[src/rtl/tdm_demultiplexer.sv]
// TDM line receiver: locks a 2-bit slot counter to frame sync and delivers 4-slot frames on out0..out3.
// Latency 1 cycle from the slot-3 beat to out*/frame_valid; no backpressure, enable=0 freezes all state.
module tdm_demultiplexer #(
    parameter int WIDTH = 1
) (
    input  logic             clk,
    input  logic             reset,
    input  logic             enable,
    input  logic             sync,
    input  logic [WIDTH-1:0] in,
    output logic [WIDTH-1:0] out0,
    output logic [WIDTH-1:0] out1,
    output logic [WIDTH-1:0] out2,
    output logic [WIDTH-1:0] out3,
    output logic             address0,
    output logic             address1,
    output logic             frame_valid,
    output logic             sync_error,
    output logic             locked
);

    typedef enum logic {
        UNLOCKED = 1'b0,
        LOCKED   = 1'b1
    } state_t;

    state_t           state_q, state_d;
    logic [1:0]       slot_q, slot_d;
    logic [WIDTH-1:0] stage0_q, stage0_d;
    logic [WIDTH-1:0] stage1_q, stage1_d;
    logic [WIDTH-1:0] stage2_q, stage2_d;
    logic [WIDTH-1:0] out0_q, out0_d;
    logic [WIDTH-1:0] out1_q, out1_d;
    logic [WIDTH-1:0] out2_q, out2_d;
    logic [WIDTH-1:0] out3_q, out3_d;
    logic             frame_valid_q, frame_valid_d;
    logic             sync_error_q, sync_error_d;

    always_ff @(posedge clk) begin
        if (reset) begin
            state_q       <= UNLOCKED;
            slot_q        <= 2'd0;
            stage0_q      <= '0;
            stage1_q      <= '0;
            stage2_q      <= '0;
            out0_q        <= '0;
            out1_q        <= '0;
            out2_q        <= '0;
            out3_q        <= '0;
            frame_valid_q <= 1'b0;
            sync_error_q  <= 1'b0;
        end else begin
            state_q       <= state_d;
            slot_q        <= slot_d;
            stage0_q      <= stage0_d;
            stage1_q      <= stage1_d;
            stage2_q      <= stage2_d;
            out0_q        <= out0_d;
            out1_q        <= out1_d;
            out2_q        <= out2_d;
            out3_q        <= out3_d;
            frame_valid_q <= frame_valid_d;
            sync_error_q  <= sync_error_d;
        end
    end

    always_comb begin
        state_d       = state_q;
        slot_d        = slot_q;
        stage0_d      = stage0_q;
        stage1_d      = stage1_q;
        stage2_d      = stage2_q;
        out0_d        = out0_q;
        out1_d        = out1_q;
        out2_d        = out2_q;
        out3_d        = out3_q;
        frame_valid_d = 1'b0;
        sync_error_d  = 1'b0;

        if (enable) begin
            unique case (state_q)
                UNLOCKED: begin
                    if (sync) begin
                        stage0_d = in;
                        slot_d   = 2'd1;
                        state_d  = LOCKED;
                    end
                end
                LOCKED: begin
                    if (sync) begin
                        // A sync beat always starts a new frame; mid-frame it also flags the torn frame.
                        sync_error_d = (slot_q != 2'd0);
                        stage0_d     = in;
                        slot_d       = 2'd1;
                    end else begin
                        unique case (slot_q)
                            2'd0: begin
                                sync_error_d = 1'b1;
                                state_d      = UNLOCKED;
                                slot_d       = 2'd0;
                            end
                            2'd1: begin
                                stage1_d = in;
                                slot_d   = 2'd2;
                            end
                            2'd2: begin
                                stage2_d = in;
                                slot_d   = 2'd3;
                            end
                            2'd3: begin
                                out0_d        = stage0_q;
                                out1_d        = stage1_q;
                                out2_d        = stage2_q;
                                out3_d        = in;
                                frame_valid_d = 1'b1;
                                slot_d        = 2'd0;
                            end
                            default: slot_d = 2'd0;
                        endcase
                    end
                end
                default: state_d = UNLOCKED;
            endcase
        end
    end

    assign out0        = out0_q;
    assign out1        = out1_q;
    assign out2        = out2_q;
    assign out3        = out3_q;
    assign address0    = slot_q[0];
    assign address1    = slot_q[1];
    assign frame_valid = frame_valid_q;
    assign sync_error  = sync_error_q;
    assign locked      = (state_q == LOCKED);

endmodule

[config.mk]
export PLATFORM = sky130hd
export DESIGN_NAME = tdm_demultiplexer
export DESIGN_NICKNAME = d
export VERILOG_FILES = /design/src/rtl/tdm_demultiplexer.sv
export SDC_FILE = /design/constraint.sdc
export NUM_CORES = 1
export LEC_CHECK = 0
export BUFFER_PORTS_ARGS = -buffer_cell sky130_fd_sc_hd__buf_2
export CAP_MARGIN = 20
export CORE_AREA = 2 2 39 41
export CTS_CLUSTER_DIAMETER = 100
export DETAILED_ROUTE_END_ITERATION = 10
export DIE_AREA = 0 0 41 43
export HOLD_SLACK_MARGIN = 0.03
export PLACE_DENSITY = 0.68
export SLEW_MARGIN = 5
export SYNTH_ARGS = -nofsm -noshare
export SYNTH_HDL_FRONTEND = slang
export SYNTH_SLANG_ARGS = --single-unit
[constraint.sdc]
create_clock -name clk -period 1.5 [get_ports clk]
set_input_delay 0.3 -clock clk [delete_from_list [all_inputs] [get_ports clk]]
set_output_delay 0.3 -clock clk [all_outputs]
set_load 0.005 [all_outputs]
==> results.toml, run 1 <==
[power]
leak_pwr_nw = 0.2935
pd_cells_nw_per_um2 = 868.3
total_power_uw = 570.3
peak_supply_drop_mv = 0.4519

[synth]
synth_edf_count = 0
synth.cell_area_um2 = 586.8
mappedNetlistNets = 66
netlist-cell-type-count = 20
number_of_instances_in_the_synthesized_netlist = 56
synth_seq_cells = 12
top_post_synthesis_cells_by_area = "sky130_fd_sc_hd__dfxtp_1, sky130_fd_sc_hd__ha_1, sky130_fd_sc_hd__mux2i_1"
yosys_warnings = 0
synth_top_area_share_pct = 40.94
synth_flop_cell = "sky130_fd_sc_hd__dfxtp_1"
synth_top_area_cell = "sky130_fd_sc_hd__dfxtp_1"
synth_async_sr_flop_share_pct = 0
synth-seq-area-share_pct = 40.94
syn_area_per_cell_um2 = 10.48

[floorplan]
die_w_um = 41
pin_count = 14
core_area_um2 = 1384
initial_core_util_pct = 42.41
dieArea_um2 = 1763
fp-row-count = 14
die_y_um = 43

[global_routing]
grt_use_total_pct = 13.12
number_of_antenna_violations_at_the_first_check_in_global_routing = 0
maximum_number_of_pins_on_one_net_before_global_route_repair = 16
vias_in_the_first_global_route = 368
gr-total-overflow = 0
grt_pass1_wl_mm = 1.545

[sta]
slew_headroom_pct = 79.42
final_count_of_negative_setup_slack_endpoints = 0
hold_violations = 0
fmaxAchievable_ghz = 0.8088
setup_slack_ns = 0.2636
final_setup_skew_ns = 0.004178
timing_worst_slew_pin_value_ns = 0.3082
min_period_over_period_pct = 82.42
number_of_pins_with_negative_max_slew_slack_in_the_final_report = 0
timing.setup.tns_ns = 0
period_minus_slack_ns = 1.236
timing.hold.ws_ns = 0.3196
grt_setup_unrepaired = "false"

[clocking]
cts_tree = "built"
cts-root-to-sink-buffers = 2
clkTransAtPathRegs_ns = 0.07
clock_tree.root_cell = "sky130_fd_sc_hd__clkbuf_4"
cts_made_buffers = 3
ctsHtreeMaxLevel = 1
cts_resized = 0
cts.hold.buffers_added = 0
post-cts-setup-buffer-count = 0
clkSinkCount = 12
clock_insertion_delay_worst_skew_ns = 0.26

[layout]
nNetsFinal = 79
n_antenna_cell = 0
mostFrequentLayoutCells = "sky130_fd_sc_hd__buf_2, sky130_fd_sc_hd__dfxtp_1, sky130_fd_sc_hd__nand2b_1"
syn2layout_area_growth_pct = 11.94
fillers = 133
stdcell_area_um2 = 656.9
drive_gt1_share_pct = 25.37
final_common_cell = "sky130_fd_sc_hd__buf_2"

[min_path]
hp-start = "in"
hp-class = "in2reg"

[critical_path]
critical_path_arrival_ns = 0.94
path_cells = "buf_2"
critPathMaxStageDelay_ns = 0.50
critical_path_buf_inv_count = 1
setup.worst_path.end_class = "output port"
worstPathRequired_ns = 1.20
crit_fanout = 10
crit_path_start_kind = "register"
critPathLaunch = "locked"
critical_path.slowest_cell = "sky130_fd_sc_hd__dfxtp_1"
critical_path_class = "reg2out"
origin_of_the_critical_flop_to_flop_path = "slot_q[0]"
worst_path_dominant_cell_family = "flip-flops"

[drt]
dr.pass1.iters = 4
highest_layer = "met4"
via_count = 415
routed-wl-met2_um = 440
routed_via_density = 5.000
wl_per_cell_um = 11.65
dr.first_iter.drc_count = 15
routed-wl-met3_um = 41
ant_nets = 0
drc = 0
wl_um = 967
detail_route.wirelength.met1_um = 471

[placement]
port_buffers = 13
gpl.final_weighted_congestion = 0.7265
detailed_place_hpwl_um = 732.7
dpl_worst_slack_ns = 0.3009
dp_area_um2 = 634.4

[outcome]
status = "finished clean"

[job]
timing.max_cap.violations = 0
## through the flow
step	util [%]	instances
2_1_floorplan	-	56
3_3_place_gp	45.84	80
3_5_place_dp	45.84	80
4_1_cts	47.47	83
5_1_grt	47.47	83
6_report	47.47	83
## Yosys cell counts (all sizes together) (2+ instances only)
master and n:
buf 5, nand2b 8, ha 5, inv 4, mux2i 6, nor4bb 2, a21oi 2, nand4b 2
dfxtp 12
## area by class of cell
| cell class | count | area (um^2) | share of cell area (%) |
|---|---|---|---|
| Tap cell | 16 | 20.02 | 3.048 |
| Timing Repair Buffer | 13 | 65.06 | 9.905 |
| Multi-Input combinational cell | 35 | 294.0 | 44.76 |
| Clock buffer | 3 | 22.52 | 3.429 |
| Inverter | 4 | 15.01 | 2.286 |
| Sequential cell | 12 | 240.2 | 36.57 |
## worst reg2reg max path, stage by stage, from the launching register on
cell                      delay, ns
sky130_fd_sc_hd__dfxtp_1       0.39
sky130_fd_sc_hd__inv_1         0.10
sky130_fd_sc_hd__ha_1          0.21
sky130_fd_sc_hd__ha_1          0.26
sky130_fd_sc_hd__nor3_1        0.18
## worst paths after layout
path / end / cells after the start / slack (ns)
worst min-delay path: stage0_q / 3 / 0.32
worst max-delay path: locked / 1 / 0.26
worst max register to register: sync_error / 4 / 0.29
worst min register to register: out3 / 2 / 0.47
## state kept, by name, summed over array words and instances, names as in the netlist
register,flops
slot_q,2
frame_valid,1
locked,1
out0,1
out1,1
out2,1
out3,1
stage0_q,1
stage1_q,1
stage2_q,1
sync_error,1
## power by group
| part | total, mW | internal, mW | switching [mW] | leakage (nW) |
|---|---|---|---|---|
| Sequential | 0.333 | 0.325 | 0.00823 | 0.0973 |
| Combinational | 0.0498 | 0.0233 | 0.0264 | 0.182 |
| Clock | 0.188 | 0.0924 | 0.0953 | 0.0138 |
| Total | 0.570 | 0.440 | 0.130 | 0.293 |
## per-layer routing
| layer | vias to the layer above | track usage, % |
|---|---|---|
| met5 | - | 0 |
| met4 | 0 | 6.000 |
| met3 | 2 | 4.712 |
| met2 | 10 | 19.06 |
| met1 | 185 | 16.67 |
| li1 | 218 | - |
## logic make-up (layout without fill, tap and decap cells)
kind of cell / count (synthesis) / in the layout / synth area share [%]
and+or+nand+nor: 17 / 17 / 20.47
adders and majority gates: 5 / 5 / 10.66
muxes: 6 / 6 / 10.23
buffers and inverters: 9 / 20 / 8.953
DFF: 12 / 12 / 40.94
AOI/OAI and AO/OA: 7 / 7 / 8.742
No activity file was read; power rests on OpenSTA's default activity.
==> inputs of run 2 (changes only) <==
CORE_AREA = not set   (was 2 2 39 41)
CORE_MARGIN = 2   (was not set)
CORE_UTILIZATION = 44   (was not set)
DIE_AREA = not set   (was 0 0 41 43)
PLACE_DENSITY = 0.7   (was 0.68)
clock period = 1.1 ns   (was 1.5 ns; I/O delays follow)
==> run 2 against run 1 <==
Compared with the run above:
- the flow now finishes with violations (negative setup slack)
- sequential power increased by 35%
- design area increased by 17%
- critical path depth increased by 3
- sequential cell count unchanged
- setup slack got worse by 0.27 ns
- first-iteration DRC count decreased by 33%
- register-to-register slack got worse by 0.30 ns
- global-route usage increased by 1.8 points
- clock power increased by 91%
==> results.toml, run 2 (synthesis gave the netlist of run 1 again) <==
[min_path]
hp-start = "sync"
hp-class = "in2reg"

[floorplan]
core_area_um2 = 1269
die_w_um = 40.52
die_y_um = 40.52
fp-row-count = 13
dieArea_um2 = 1642
pin_count = 14
initial_core_util_pct = 46.25

[placement]
gpl.final_weighted_congestion = 0.7403
detailed_place_hpwl_um = 712.5
port_buffers = 13

[global_routing]
grt_use_total_pct = 14.95
gr-usage-met1_pct = 18.00
vias_in_the_first_global_route = 387
maximum_number_of_pins_on_one_net_before_global_route_repair = 16
number_of_antenna_violations_at_the_first_check_in_global_routing = 0
gr_met3_demand_resource_pct = 7.222
grt-busiest-layer = "met2"
gr-total-overflow = 0
grt.met2_usage_pct = 21.83
grt_pass1_wl_mm = 1.552

[sta]
slew_headroom_pct = 81.00
timing_worst_slew_pin_value_ns = 0.2811
fmaxAchievable_ghz = 0.9018
grt_setup_unrepaired = "true"
final_setup_skew_ns = 0.003133
setup_slack_ns = -0.008922
final_count_of_negative_setup_slack_endpoints = 1
timing.setup.tns_ns = -0.008922
hold_violations = 0
min_period_over_period_pct = 100.8
timing.hold.ws_ns = 0.1776
number_of_pins_with_negative_max_slew_slack_in_the_final_report = 0
period_minus_slack_ns = 1.109

[critical_path]
origin_of_the_critical_flop_to_flop_path = "slot_q[0]"
worstPathRequired_ns = 1.26
r2r_setup_slack_ns = -0.009
critical_path_class = "reg2reg"
crit_fanout = 3
critical_path.slowest_cell = "sky130_fd_sc_hd__dfxtp_4"
critPathMaxStageDelay_ns = 0.38
critPathLaunch = "slot_q[0]"
critical_path_arrival_ns = 1.27
path_cells = "inv_2, ha_2, nor4bb_1, a211oi_1"
setup.worst_path.end_class = "register"
crit_path_start_kind = "register"

[job]
timing.max_cap.violations = 0

[layout]
largest_reg_flops = 2
max_flop_register = "slot_q"
mostFrequentLayoutCells = "sky130_fd_sc_hd__buf_2, sky130_fd_sc_hd__dfxtp_1, sky130_fd_sc_hd__nand2b_1"
drive_gt1_share_pct = 45.33
final_common_cell = "sky130_fd_sc_hd__buf_2"
n_antenna_cell = 0
syn2layout_area_growth_pct = 31.34
nNetsFinal = 86

[clocking]
cts-root-to-sink-buffers = 2
clkTransAtPathRegs_ns = 0.07
cts_made_buffers = 3
cts_tree = "built"
clock_insertion_delay_worst_skew_ns = 0.28
clock_tree.root_cell = "sky130_fd_sc_hd__clkbuf_4"
clkSinkCount = 12
cts.hold.buffers_added = 0
ctsHtreeMaxLevel = 1

[outcome]
status = "finished with violations"
violations = "negative setup slack"

[drt]
dr.first_iter.drc_count = 10
via_count = 455
wl_per_cell_um = 11.89
routed_via_density = 5.056
drc = 0
wl_mm = 1.070
dr.pass1.iters = 4
ant_nets = 0

[power]
pd_cells_nw_per_um2 = 1186
leak_pwr_nw = 0.3337
peak_supply_drop_mv = 0.7528
## run 2: changes by cell type in the layout (fill, tap and decap cells not counted), moves of 3 or more
cell / previous run / this run
sky130_fd_sc_hd__buf_4: 0 / 5
sky130_fd_sc_hd__buf_6: 0 / 4
sky130_fd_sc_hd__ha_1: 5 / 1
sky130_fd_sc_hd__ha_2: 0 / 3
## run 2: path summary, 6_finish.rpt
check                                    to  cells past startpoint
worst min register to register         out2                      2
worst max register to register    slot_q[0]                      4
worst min-delay path            frame_valid                      2
worst max-delay path              slot_q[0]                      4
## run 2: metrics by stage
step	instance area, um^2	instances	total power [mW]	utilization (%)	setup slack, ns
CTS	725.7	90	0.9084	57.20	0.002888
global route	770.7	90	0.9538	60.75	-0.08295
detailed placement	680.7	85	0.5504	53.65	-0.04011
floorplan	589.3	56	0.5160	-	0.02273
global placement	680.7	85	0.5474	53.65	-0.01675
finish	770.7	90	0.9141	60.75	-0.008922
## run 2: critical path, delay by kind of cell (launching register included)
family / cells / cell delay, ns
AO/OA/AOI/OAI: 1 / 0.08
adder cells (fa/ha/maj): 1 / 0.18
buffers and inverters: 1 / 0.06
flip-flops: 1 / 0.38
AND/OR/NAND/NOR: 1 / 0.29
## run 2: timing repair
item,4_1_cts,5_1_grt
resized for setup,1,13
buffers inserted,1,0
pin swaps,2,3
setup endpoints to repair,6,10
## run 2: metal layers
layer  vias up  share of wire [%]
met3         3                5.7
met4         0                1.8
li1        234                  -
met1       203                 46
met2        15                 47
met5         -                  0
## run 2: final cells by class
class / count / area, um^2
multi-input cells: 35 / 315.3
well taps: 15 / 18.77
flip-flops and latches: 12 / 247.7
repair buffers: 20 / 137.6
clock buffers: 4 / 36.28
fillers: 101 / 498.0
inverters: 4 / 15.01
## run 2: power breakdown
| part | internal [mW] | leakage [nW] | switching, mW |
|---|---|---|---|
| registers | 0.440 | 0.0987 | 0.00881 |
| clock network | 0.202 | 0.0210 | 0.158 |
| logic | 0.0572 | 0.214 | 0.0485 |
